==> src/rtl/edge_pkg.sv <==
// Shared constants for the multi-channel edge detector/counter.
package edge_pkg;

    localparam int unsigned DEF_CHANNELS    = 4;
    localparam int unsigned DEF_CNT_W       = 8;
    localparam int unsigned DEF_SYNC_STAGES = 2;
    localparam int unsigned DEF_DEB_CYCLES  = 4;

    // Detection stays suppressed for SYNC_STAGES + ARM_EXTRA cycles after reset release.
    localparam int unsigned ARM_EXTRA = 1;
    localparam int unsigned ARM_W     = 3;
    localparam int unsigned DEB_W     = 8;

    // Counter overflow behaviour, selected by SATURATE.
    localparam int unsigned WRAP = 0;
    localparam int unsigned SAT  = 1;

endpackage

==> src/rtl/edge_chan.sv <==
// One monitored line: synchroniser, optional debounce filter (EDGE_DEBOUNCE_EN),
// registered edge detector and rising/falling edge counters.
module edge_chan
    import edge_pkg::*;
#(
    parameter int unsigned CNT_W       = DEF_CNT_W,
    parameter int unsigned SYNC_STAGES = DEF_SYNC_STAGES,
`ifdef EDGE_DEBOUNCE_EN
    parameter int unsigned DEB_CYCLES  = DEF_DEB_CYCLES,
`endif
    parameter int unsigned SATURATE    = WRAP
) (
    input  logic             clk,
    input  logic             reset,
    input  logic             sig,
    input  logic             armed,
    input  logic             enable,
    input  logic             clear,
    output logic             pos_pulse,
    output logic             neg_pulse,
    output logic [CNT_W-1:0] pos_count,
    output logic [CNT_W-1:0] neg_count,
    output logic             overflow
);

    localparam logic [CNT_W-1:0] CNT_MAX = '1;

    logic [SYNC_STAGES-1:0] sync_q;
    logic                   level;
    logic                   prev_q;
    logic                   rise;
    logic                   fall;
    logic                   pos_pulse_q;
    logic                   neg_pulse_q;
    logic [CNT_W-1:0]       pos_q, pos_d;
    logic [CNT_W-1:0]       neg_q, neg_d;
    logic                   ovf_q, ovf_d;

    always_ff @(posedge clk) begin
        if (reset) begin
            sync_q <= '0;
        end else begin
            sync_q <= {sync_q[SYNC_STAGES-2:0], sig};
        end
    end

`ifdef EDGE_DEBOUNCE_EN
    logic [DEB_W-1:0] deb_q, deb_d;
    logic             filt_q, filt_d;

    // The filtered level follows only after DEB_CYCLES consecutive cycles at a new value.
    always_comb begin
        deb_d  = '0;
        filt_d = filt_q;
        if (sync_q[SYNC_STAGES-1] != filt_q) begin
            if (deb_q + DEB_W'(1) == DEB_W'(DEB_CYCLES)) begin
                filt_d = sync_q[SYNC_STAGES-1];
            end else begin
                deb_d = deb_q + DEB_W'(1);
            end
        end
    end

    always_ff @(posedge clk) begin
        if (reset) begin
            deb_q  <= '0;
            filt_q <= 1'b0;
        end else begin
            deb_q  <= deb_d;
            filt_q <= filt_d;
        end
    end

    assign level = filt_q;
`else
    assign level = sync_q[SYNC_STAGES-1];
`endif

    // prev keeps tracking level while disarmed so no stale edge fires at arm time.
    assign rise = armed & level & ~prev_q;
    assign fall = armed & ~level & prev_q;

    always_comb begin
        pos_d = clear ? '0 : pos_q;
        neg_d = clear ? '0 : neg_q;
        ovf_d = clear ? 1'b0 : ovf_q;
        if (enable && rise) begin
            if (pos_d == CNT_MAX) begin
                ovf_d = 1'b1;
                pos_d = (SATURATE == SAT) ? CNT_MAX : '0;
            end else begin
                pos_d = pos_d + CNT_W'(1);
            end
        end
        if (enable && fall) begin
            if (neg_d == CNT_MAX) begin
                ovf_d = 1'b1;
                neg_d = (SATURATE == SAT) ? CNT_MAX : '0;
            end else begin
                neg_d = neg_d + CNT_W'(1);
            end
        end
    end

    always_ff @(posedge clk) begin
        if (reset) begin
            prev_q      <= 1'b0;
            pos_pulse_q <= 1'b0;
            neg_pulse_q <= 1'b0;
            pos_q       <= '0;
            neg_q       <= '0;
            ovf_q       <= 1'b0;
        end else begin
            prev_q      <= level;
            pos_pulse_q <= rise;
            neg_pulse_q <= fall;
            pos_q       <= pos_d;
            neg_q       <= neg_d;
            ovf_q       <= ovf_d;
        end
    end

    assign pos_pulse = pos_pulse_q;
    assign neg_pulse = neg_pulse_q;
    assign pos_count = pos_q;
    assign neg_count = neg_q;
    assign overflow  = ovf_q;

endmodule

==> src/rtl/edge_counter_multi.sv <==
// Multi-channel edge detector/counter with a shared post-reset arming window.
// Define EDGE_DEBOUNCE_EN to insert a DEB_CYCLES debounce filter in every channel.
module edge_counter_multi
    import edge_pkg::*;
#(
    parameter int unsigned CHANNELS    = DEF_CHANNELS,
    parameter int unsigned CNT_W       = DEF_CNT_W,
    parameter int unsigned SYNC_STAGES = DEF_SYNC_STAGES,
    parameter int unsigned SATURATE    = WRAP,
    parameter int unsigned DEB_CYCLES  = DEF_DEB_CYCLES
) (
    input  logic                      clk,
    input  logic                      reset,
    input  logic [CHANNELS-1:0]       sig_in,
    input  logic                      enable,
    input  logic [CHANNELS-1:0]       clear,
    output logic [CHANNELS-1:0]       pos_pulse,
    output logic [CHANNELS-1:0]       neg_pulse,
    output logic [CHANNELS*CNT_W-1:0] pos_count,
    output logic [CHANNELS*CNT_W-1:0] neg_count,
    output logic [CHANNELS-1:0]       overflow
);

    localparam logic [ARM_W-1:0] ARM_LEN = ARM_W'(SYNC_STAGES + ARM_EXTRA);

    if (CHANNELS < 1 || CHANNELS > 32 || CNT_W < 2 || CNT_W > 32 ||
        SYNC_STAGES < 2 || SYNC_STAGES > 4 || SATURATE > SAT ||
        DEB_CYCLES < 1 || DEB_CYCLES > 255) begin : g_param_err
        $error("edge_counter_multi: parameter out of range");
    end

    logic [ARM_W-1:0] arm_q;
    logic             armed;

    always_ff @(posedge clk) begin
        if (reset) begin
            arm_q <= ARM_LEN;
        end else if (arm_q != '0) begin
            arm_q <= arm_q - ARM_W'(1);
        end
    end

    assign armed = (arm_q == '0);

    for (genvar i = 0; i < CHANNELS; i++) begin : g_chan
        edge_chan #(
            .CNT_W       (CNT_W),
            .SYNC_STAGES (SYNC_STAGES),
`ifdef EDGE_DEBOUNCE_EN
            .DEB_CYCLES  (DEB_CYCLES),
`endif
            .SATURATE    (SATURATE)
        ) u_chan (
            .clk       (clk),
            .reset     (reset),
            .sig       (sig_in[i]),
            .armed     (armed),
            .enable    (enable),
            .clear     (clear[i]),
            .pos_pulse (pos_pulse[i]),
            .neg_pulse (neg_pulse[i]),
            .pos_count (pos_count[i*CNT_W +: CNT_W]),
            .neg_count (neg_count[i*CNT_W +: CNT_W]),
            .overflow  (overflow[i])
        );
    end

endmodule

==> config.mk <==
export PLATFORM = sky130hd
export DESIGN_NAME = edge_counter_multi
export DESIGN_NICKNAME = d
export VERILOG_FILES = /design/src/rtl/edge_pkg.sv /design/src/rtl/edge_chan.sv /design/src/rtl/edge_counter_multi.sv
export SDC_FILE = /design/constraint.sdc
export NUM_CORES = 1
export LEC_CHECK = 0
export ABC_AREA = 1
export BUFFER_PORTS_ARGS = -buffer_cell sky130_fd_sc_hd__clkbuf_2
export CAP_MARGIN = 20
export CORE_ASPECT_RATIO = 0.75
export CORE_MARGIN = 2
export CORE_UTILIZATION = 45
export CTS_BUF_LIST = sky130_fd_sc_hd__clkbuf_8
export DETAILED_ROUTE_END_ITERATION = 16
export HOLD_SLACK_MARGIN = 0.15
export PLACE_DENSITY_LB_ADDON = 0.08
export SYNTH_ARGS = -nofsm -noshare
export SYNTH_HDL_FRONTEND = slang
export SYNTH_HIERARCHICAL = 1
export SYNTH_SLANG_ARGS = --single-unit
export TNS_END_PERCENT = 1
==> constraint.sdc <==
create_clock -name clk -period 1.8 [get_ports clk]
set_clock_uncertainty 0.05 [all_clocks]
set_input_delay 0.09 -clock clk [delete_from_list [all_inputs] [get_ports clk]]
set_output_delay 0.09 -clock clk [all_outputs]
set_load 0.01 [all_outputs]
==> qor.csv, run 1 <==
metric,value,unit
"EDFF count, synth",0,
Die X,123,um
Synth Warn #,6,
Die H,93.3,um
CTS Sinks,91,
power after layout,3780,uW
pre-CTS WS,-0.0286,ns
Starting Density,46.4,%
VDD IR max,0.473,mV
Worst Path Arrival,1.93,ns
Syn Inst Count,652,
Area growth syn-to-layout,19.9,%
Pre-antenna DRT Iters,4,
total CTS buffers,9,
first-pass GRT wire length,17.2,mm
Final HPWL DP,7.75,mm
#FFs+latches synth,91,
Post-Syn Area,0.00479,mm2
Final Hold Viols,0,
Worst Hold Class,primary input to register,
Fillers,1030,
Slew @ Worst Pin,0.457,ns
initial antenna violation count,0,
Setup crit start kind,register,
htree depth,3,
asr flop ratio synth,0,%
die area,0.0115,mm2
flop2flop setup slack,0.07,ns
maximum clock rate,578,MHz
clk slew on worst S/H paths,0.08,ns
Mean Syn Cell Area,7.34,um2
sequential share of the synthesized area,38.0,%
Leak Pwr,0.00259,uW
Hold Slack,0.265,ns
Pwr Density,659,mW/mm2
"Top FF cell, synth",dfxtp_1,
crit path time final,1.73,ns
worst-path fanout max,8,
synth top area cells,"dfxtp_1, nand2_1, nor2_1",
fin crit share,96.2,%
setup ws final,0.0692,ns
post-DR wirelength/cell,11.6,um
CORE AREA,0.0103,mm2
RSZ-0062 raised after global routing,yes,
final wirelength,10.4,mm
Clock Path Buffers,2,
Initial DRC Count,200,
Mapped Nets,673,
Final GP Congestion,0.873,
status,finished clean,
final setup fails,0,
gr usage total,18.8,%
number of distinct library cells after synthesis,22,
CP Capture Type,register,
Max Slew Vio Count,0,
Relative slew margins,69.5,%
Ant. Diodes,0,
most frequent cell after synthesis,nand2_1,
row count,32,
IO Count,87,
CTS tree,done,
MaxCap Viol Count,0,
Worst EP required,2.00,ns
clk_lat worst skew,0.36,ns
fraction of final layout cells sized beyond drive strength 1,27.4,%
fin util,55.6,%
number of global-route vias before repair,3862,
DRC violations left,0,
post-route ant nets,0,
via count,4250,
IO buf count,86,
root buffer cell,clkbuf_8,
Synth top area share,38.0,%
commonest cells in the netlist,"nand2_1, nor2_1, dfxtp_1",
Synth area leader,dfxtp_1,
pin count of the biggest net entering global routing,19,
"non-filler cells, final",898,
vias per cell,4.73,
WS Path Type,register to register,
Final nets,778,
Congestion Overflow GR,0,
placed cells,873,
sequential cells by signal, indices dropped and copies added, names as in the netlist:
name / cells
g_chan.u_chan/pos_count: 32
g_chan.u_chan/pos_pulse: 4
g_chan.u_chan/overflow: 4
arm_q: 3
g_chan.u_chan/sync_q: 8
g_chan.u_chan/prev_q: 4
g_chan.u_chan/neg_pulse: 4
g_chan.u_chan/neg_count: 32
logic make-up after synthesis:
kind of cell,after synthesis,synth area share [%]
AO/OA/AOI/OAI,40,4.18
buffers and inverters,115,12.0
adder cells (fa/ha/maj),10,2.61
XOR/XNOR,28,5.12
flip-flops,91,38.0
AND/OR/NAND/NOR,368,38.0
layout make-up:
cell class / count / area, um2 / area share [%]
clock buffers: 12 / 165 / 2.88
multi-input cells: 446 / 2500 / 43.6
well taps: 136 / 170 / 2.96
inverters: 103 / 420 / 7.33
clock inverters: 4 / 41.3 / 0.719
repair buffers: 106 / 613 / 10.7
flip-flops and latches: 91 / 1820 / 31.8
worst max-delay path, stage by stage, from the launching register on:
cell and delay (ns):
dfxtp_2 0.34, inv_2 0.07, ha_4 0.14, nand2_2 0.09, clkinvlp_4 0.11, buf_8 0.15, nand4_4 0.14, nor2_2 0.23
nand2_1 0.10, xor2_1 0.15, nor2_1 0.05
path summary, 6_finish.rpt:
| path | end | cells past startpoint | startpoint |
|---|---|---|---|
| worst max-delay path | g_chan[1].u_chan/neg_count[5] | 10 | arm_q[1] |
| worst min-delay path | g_chan[3].u_chan/neg_count[0] | 5 | clear[3] |
| worst max register to register | g_chan[1].u_chan/neg_count[5] | 10 | arm_q[1] |
| worst min register to register | g_chan[1].u_chan/sync_q[1] | 2 | g_chan[1].u_chan/sync_q[0] |
cell usage in the layout, fill, tap and decap left out, drive strengths merged, types with 10 or more instances in the layout:
cell      n
nand2   151
nor2    149
inv     105
clkbuf   98
dfxtp    91
nand3    32
nand4    28
o21ai    24
xor2     24
a21oi    16
buf      13
ha       10
power breakdown:
part	internal, uW	switching [uW]
logic	99.4	188
registers	2040	20.3
clock network	743	696
total	2880	904
layer usage:
metal	track usage, %	vias up	part of all wire (%)
li1	-	2234	-
met1	25.0	1928	50
met2	29.9	80	44
met3	4.82	8	4.3
met4	5.59	0	0.90
met5	0	-	0
repair_timing:
action / in CTS / in global routing
pin swaps: 0 / 4
setup endpoints to repair: 13 / 67
hold endpoints to repair: 12 / 0
hold buffers: 7 / 0
gates cloned: 0 / 0
resized for setup: 5 / 26
buffers inserted: 0 / 2
through the flow:
| step | setup TNS, ns | cell area, um2 |
|---|---|---|
| final | 0 | 5740 |
| after global routing | -0.612 | 5740 |
| after CTS | -0.0334 | 5610 |
| after detailed placement | -0.0696 | 5310 |
| after global placement | 0 | 5310 |
| after floorplan | 0 | 4790 |
No activity file was read; power rests on OpenSTA's default activity.
==> run 2: changes to the inputs <==
RECOVER_POWER = 25   (was default)
==> run 2 against run 1 <==
  * Design area fell by 0.78%
  * Via count down 0.80%
  * Routed wire length grew 0.30%
  * Critical path depth did not move
  * Sequential power barely moved
  * Sequential cell count stayed put
  * Combinational power about the same
  * Critical endpoint unchanged
  * Largest cell class unchanged
  * Highest routed layer unchanged
==> qor.csv, run 2 (synthesized netlist as in run 1, its figures left out) <==
metric,value,unit,change
VDD IR max,0.472,mV,-0.11%
worst r2r src,arm_q[1],,
fraction of final layout cells sized beyond drive strength 1,22.7,%,-4.7 points
Logic pwr share,7.6,%,about the same
Initial DRC Count,218,,+9.0%
Final nets,778,,unchanged
crit path time final,1.74,ns,+0.0111 ns
row count,32,,unchanged
MaxCap Viol Count,0,,unchanged
status,finished clean,,
"most common cell after layout, fill and taps aside",nand2_1,,
number of global-route vias before repair,3862,,unchanged
Pre-antenna DRT Iters,4,,unchanged
post-route ant nets,0,,unchanged
met2 wire length,4.61,mm,unchanged
Fillers,1043,,+1.3%
Final GP Congestion,0.873,,unchanged
Worst Reg-to-Reg Cells,10,,unchanged
Crit path buffers/inverters,3,,unchanged
Max Slew Vio Count,0,,unchanged
Worst EP required,2.00,ns,about the same
reg2reg end,g_chan[1].u_chan/neg_count[5],,
flop2flop setup slack,0.06,ns,about the same
highest routed layer,met4,,
combined area of the multi-input logic cells,0.00250,mm2,unchanged
Leak Pwr,0.00246,uW,-4.8%
"non-filler cells, final",898,,unchanged
crit path to,g_chan[1].u_chan/neg_count[5],,
Clock Path Buffers,2,,unchanged
Finished Cell Area,0.00569,mm2,-0.78%
post-DR wirelength/cell,11.6,um,+0.30%
pin count of the biggest net entering global routing,19,,unchanged
CORE AREA,0.0103,mm2,unchanged
placed cells,873,,unchanged
Final Hold Viols,0,,unchanged
RSZ-0062 raised after global routing,yes,,
most frequent cells in the layout,"nand2_1, nor2_1, inv_1",,
Setup crit start kind,register,,
die area,0.0115,mm2,unchanged
Ant. Diodes,0,,unchanged
maximum clock rate,574,MHz,-0.64%
CP Cell Sequence,inv_2 > ha_4 > nand2_2 > clkinvlp_4 > buf_8 > nand4_4 > nor2_2 > nand2_1 > xor2_1 > nor2_1,,
P_sw,903,uW,-0.14%
Die H,93.3,um,unchanged
Slew @ Worst Pin,0.457,ns,-0.0000670 ns
Pwr Density,664,mW/mm2,+0.74%
met3 wire len,450,um,+0.45%
fin crit share,96.8,%,+0.62 points
clk slew on worst S/H paths,0.08,ns,about the same
Die X,123,um,unchanged
first-pass GRT wire length,17.2,mm,unchanged
Relative slew margins,69.5,%,about the same
Worst Path Arrival,1.94,ns,about the same
IO buf count,86,,unchanged
Critical Path Source,arm_q[1],,
final wirelength,10.4,mm,+0.30%
vias per cell,4.69,,-0.80%
register area,0.00182,mm2,unchanged
Hold Slack,0.265,ns,-0.000530 ns
met1 wire length,5.27,mm,+0.57%
final setup fails,0,,unchanged
Clock Power Share,38.0,%,about the same
DRC violations left,0,,unchanged
Final HPWL DP,7.75,mm,unchanged
Congestion Overflow GR,0,,unchanged
htree depth,3,,unchanged
Starting Density,46.4,%,unchanged
WS Path Type,register to register,,
IO Count,87,,unchanged
total CTS buffers,9,,unchanged
Worst path depth,10,,unchanged
setup ws final,0.0581,ns,-0.0111 ns
Area growth syn-to-layout,18.9,%,
clk_lat worst skew,0.36,ns,about the same
initial antenna violation count,0,,unchanged
pre-CTS WS,-0.0286,ns,unchanged
root buffer cell,clkbuf_8,,
Internal Power,2880,uW,about the same
Slowest cell on crit path,dfxtp_2,,
CP Capture Type,register,,
CTS Sinks,91,,unchanged
Worst Hold Class,primary input to register,,
CP top delay family,simple AND/OR/NAND/NOR gates,,
dpl cell area,0.00531,mm2,unchanged
via count,4216,,-0.80%
power after layout,3780,uW,about the same
CTS tree,done,,
gr usage total,18.8,%,unchanged
CP peak stage delay,0.34,ns,about the same
Reg power frac,54.4,%,about the same
worst-path fanout max,8,,unchanged
switching share of power,23.9,%,about the same
## run 2: cell count changes in the layout (fill, tap and decap cells not counted)
cell      delta
clkbuf_2    -36
clkbuf_1    +36
## run 2: worst min path at each step
stage / from / to / slack, ns / depth (start not counted)
after floorplan: sig_in[0] / g_chan[0].u_chan/sync_q[0] / 0.15 / 2
after global placement: sig_in[1] / g_chan[1].u_chan/sync_q[0] / 0.25 / 3
after detailed placement: sig_in[3] / g_chan[3].u_chan/sync_q[0] / 0.25 / 3
after CTS: clear[2] / g_chan[2].u_chan/pos_count[0] / 0.23 / 3
after global routing: clear[3] / g_chan[3].u_chan/pos_count[0] / 0.26 / 3
final: clear[3] / g_chan[3].u_chan/neg_count[0] / 0.26 / 5
## run 2: layer usage
metal	track usage, %	vias up
met2	29.9	71
met5	0	-
met4	5.59	0
li1	-	2234
met3	4.82	8
met1	25.0	1903
## run 2: what timing repair did
item | in CTS | in global routing
gates resized for setup | 5 | 26
endpoints found under the setup margin | 13 | 67
hold buffers | 7 | 0
pin swaps | 0 | 4
buffers inserted | 0 | 2
endpoints found under the hold margin | 12 | 0
## run 2: power groups by stage
| stage | clock network (uW) | logic (uW) | registers [uW] |
|---|---|---|---|
| floorplan | 0 | 195 | 2100 |
| global placement | 0 | 238 | 2100 |
| detailed placement | 0 | 242 | 2100 |
| CTS | 1500 | 260 | 2050 |
| global route | 1580 | 317 | 2060 |
| finish | 1440 | 286 | 2060 |
## run 2: tightest hold or removal path: cells and delay by family
family | cells | cell delay (ns)
AOI/OAI and AO/OA | 1 | 0.05
and+or+nand+nor | 2 | 0.14
buffers and inverters | 2 | 0.34
## run 2: area by class of cell
cell class | instances | share of cell area (%)
flip-flops and latches | 91 | 32.0
clock inverters | 4 | 0.725
repair buffers | 106 | 9.98
inverters | 103 | 7.38
well taps | 136 | 2.99
multi-input cells | 446 | 44.0
clock buffers | 12 | 2.90
## run 2: through the flow
| step | utilization, % | TNS, ns |
|---|---|---|
| 4_1_cts | 54.3 | -0.0334 |
| 3_3_place_gp | 51.4 | 0 |
| 6_report | 55.1 | 0 |
| 3_5_place_dp | 51.4 | -0.0696 |
| 5_1_grt | 55.1 | -0.612 |
| 2_1_floorplan | - | 0 |
==> run 3: changes to the inputs <==
BUFFER_PORTS_ARGS = -buffer_cell sky130_fd_sc_hd__buf_4   (was -buffer_cell sky130_fd_sc_hd__clkbuf_2)
CORE_MARGIN = 4   (was 2)
==> run 3 against run 2 <==
  * Register-to-register slack better by 0.05 ns
  * Sequential cell count stayed put
  * Design area is 2.0% higher
  * Utilization is 1.1 points higher
  * Routed wire length is 1.6% higher
  * Largest power group unchanged
  * Setup slack better by 0.050 ns
==> qor.csv, run 3 (synthesized netlist as in run 1, its figures left out) <==
metric,value,unit,change
status,finished clean,,
power after layout,3630,uW,-4.1%
most frequent cells in the layout,"nand2_1, nor2_1, dfxtp_1",,
clk slew on worst S/H paths,0.08,ns,about the same
first-pass GRT wire length,18.0,mm,+5.0%
Area growth syn-to-layout,21.3,%,
"most common cell after layout, fill and taps aside",nand2_1,,
Congestion Overflow GR,0,,unchanged
placed cells,867,,-0.69%
number of global-route vias before repair,3958,,+2.5%
Worst EP required,2.04,ns,+0.04 ns
CP Capture Type,register,,
root buffer cell,clkbuf_8,,
Starting Density,46.4,%,unchanged
post-DR wirelength/cell,11.8,um,+1.7%
Setup crit start kind,register,,
Worst Path Arrival,1.93,ns,about the same
CORE AREA,0.0103,mm2,unchanged
post-route ant nets,0,,unchanged
MaxCap Viol Count,0,,unchanged
via count,4263,,+1.1%
WS Path Type,register to register,,
gr usage total,17.4,%,-1.4 points
Hold Slack,0.237,ns,-0.0275 ns
Leak Pwr,0.00250,uW,+1.6%
DRC violations left,0,,unchanged
initial antenna violation count,0,,unchanged
fin crit share,94.0,%,-2.8 points
worst-path fanout max,5,,-3
htree depth,3,,unchanged
row count,32,,unchanged
Relative slew margins,78.1,%,+8.6 points
Max Slew Vio Count,0,,unchanged
pre-CTS WS,-0.0611,ns,-0.0325 ns
vias per cell,4.75,,+1.2%
Worst Hold Class,primary input to register,,
Initial DRC Count,239,,+9.6%
Final HPWL DP,7.87,mm,+1.5%
IO Count,87,,unchanged
CTS Sinks,91,,unchanged
IO buf count,86,,unchanged
die area,0.0124,mm2,+7.7%
CTS tree,done,,
Die H,97.3,um,+4.3%
clk_lat worst skew,0.35,ns,about the same
"non-filler cells, final",897,,-0.11%
pin count of the biggest net entering global routing,28,,+9
final wirelength,10.6,mm,+1.6%
Final GP Congestion,0.849,,-2.7%
crit path time final,1.69,ns,-0.0501 ns
setup ws final,0.108,ns,+0.0501 ns
maximum clock rate,591,MHz,+3.0%
fraction of final layout cells sized beyond drive strength 1,22.1,%,-0.63 points
Final nets,778,,unchanged
VDD IR max,0.355,mV,-25%
Slew @ Worst Pin,0.328,ns,-0.129 ns
Ant. Diodes,0,,unchanged
total CTS buffers,9,,unchanged
Pwr Density,624,mW/mm2,-6.0%
Die X,127,um,+3.2%
Final Hold Viols,0,,unchanged
Pre-antenna DRT Iters,5,,+1
final setup fails,0,,unchanged
Clock Path Buffers,2,,unchanged
==> run 3: layout make-up <==
| type | count | area (um2) |
|---|---|---|
| flip-flops and latches | 91 | 1820 |
| repair buffers | 106 | 698 |
| multi-input cells | 446 | 2510 |
| inverters | 103 | 425 |
| clock buffers | 12 | 165 |
| fillers | 1032 | 4520 |
| well taps | 136 | 170 |
| clock inverters | 3 | 13.8 |
==> run 3: what timing repair did <==
item                                   in CTS  in global routing
setup endpoints to repair                  38                 64
pin swaps                                   0                  5
gates resized for setup                     6                 26
setup buffers                               1                  2
endpoints found under the hold margin      40                  0
hold buffers                               12                  0
==> run 3: power breakdown <==
group	leakage [uW]	switching [uW]	total, uW	internal (uW)
registers	0.000735	19.8	2060	2040
logic	0.00167	192	302	110
clock network	0.0000994	670	1270	599
total	0.00250	881	3630	2750
==> run 3: critical path: stages (launching register included) <==
cell and delay, ns:
dfxtp_1 0.36, inv_2 0.07, ha_4 0.17, nand2_4 0.08, clkinvlp_4 0.13, buf_4 0.19
nand4_4 0.11, inv_4 0.06, nand3_2 0.08, nand2_2 0.07, buf_4 0.16, a21oi_1 0.10
==> run 3: final timing paths <==
path | start | to | slack [ns] | depth (start not counted)
max | arm_q[1] | g_chan[0].u_chan/neg_count[0] | 0.11 | 11
min | enable | g_chan[3].u_chan/pos_count[1] | 0.24 | 4
max reg2reg | arm_q[1] | g_chan[0].u_chan/neg_count[0] | 0.11 | 11
min reg2reg | g_chan[3].u_chan/sync_q[0] | g_chan[3].u_chan/sync_q[1] | 0.36 | 2
==> run 3: stage by stage <==
step	util (%)	TNS, ns	cell area, um2
after CTS	56.4	0	5830
after floorplan	-	0	4790
final	56.2	0	5810
after global routing	56.2	-0.0200	5810
after global placement	53.0	0	5480
after detailed placement	53.0	-0.642	5480
==> run 3: metal layers <==
metal / global-route usage (%) / wire (um) / vias to the layer above
met1: 23.4 / 5230 / 1923
li1: - / - / 2231
met5: 0 / 0 / -
met3: 4.18 / 483 / 12
met4: 4.86 / 99 / 0
met2: 27.7 / 4780 / 97
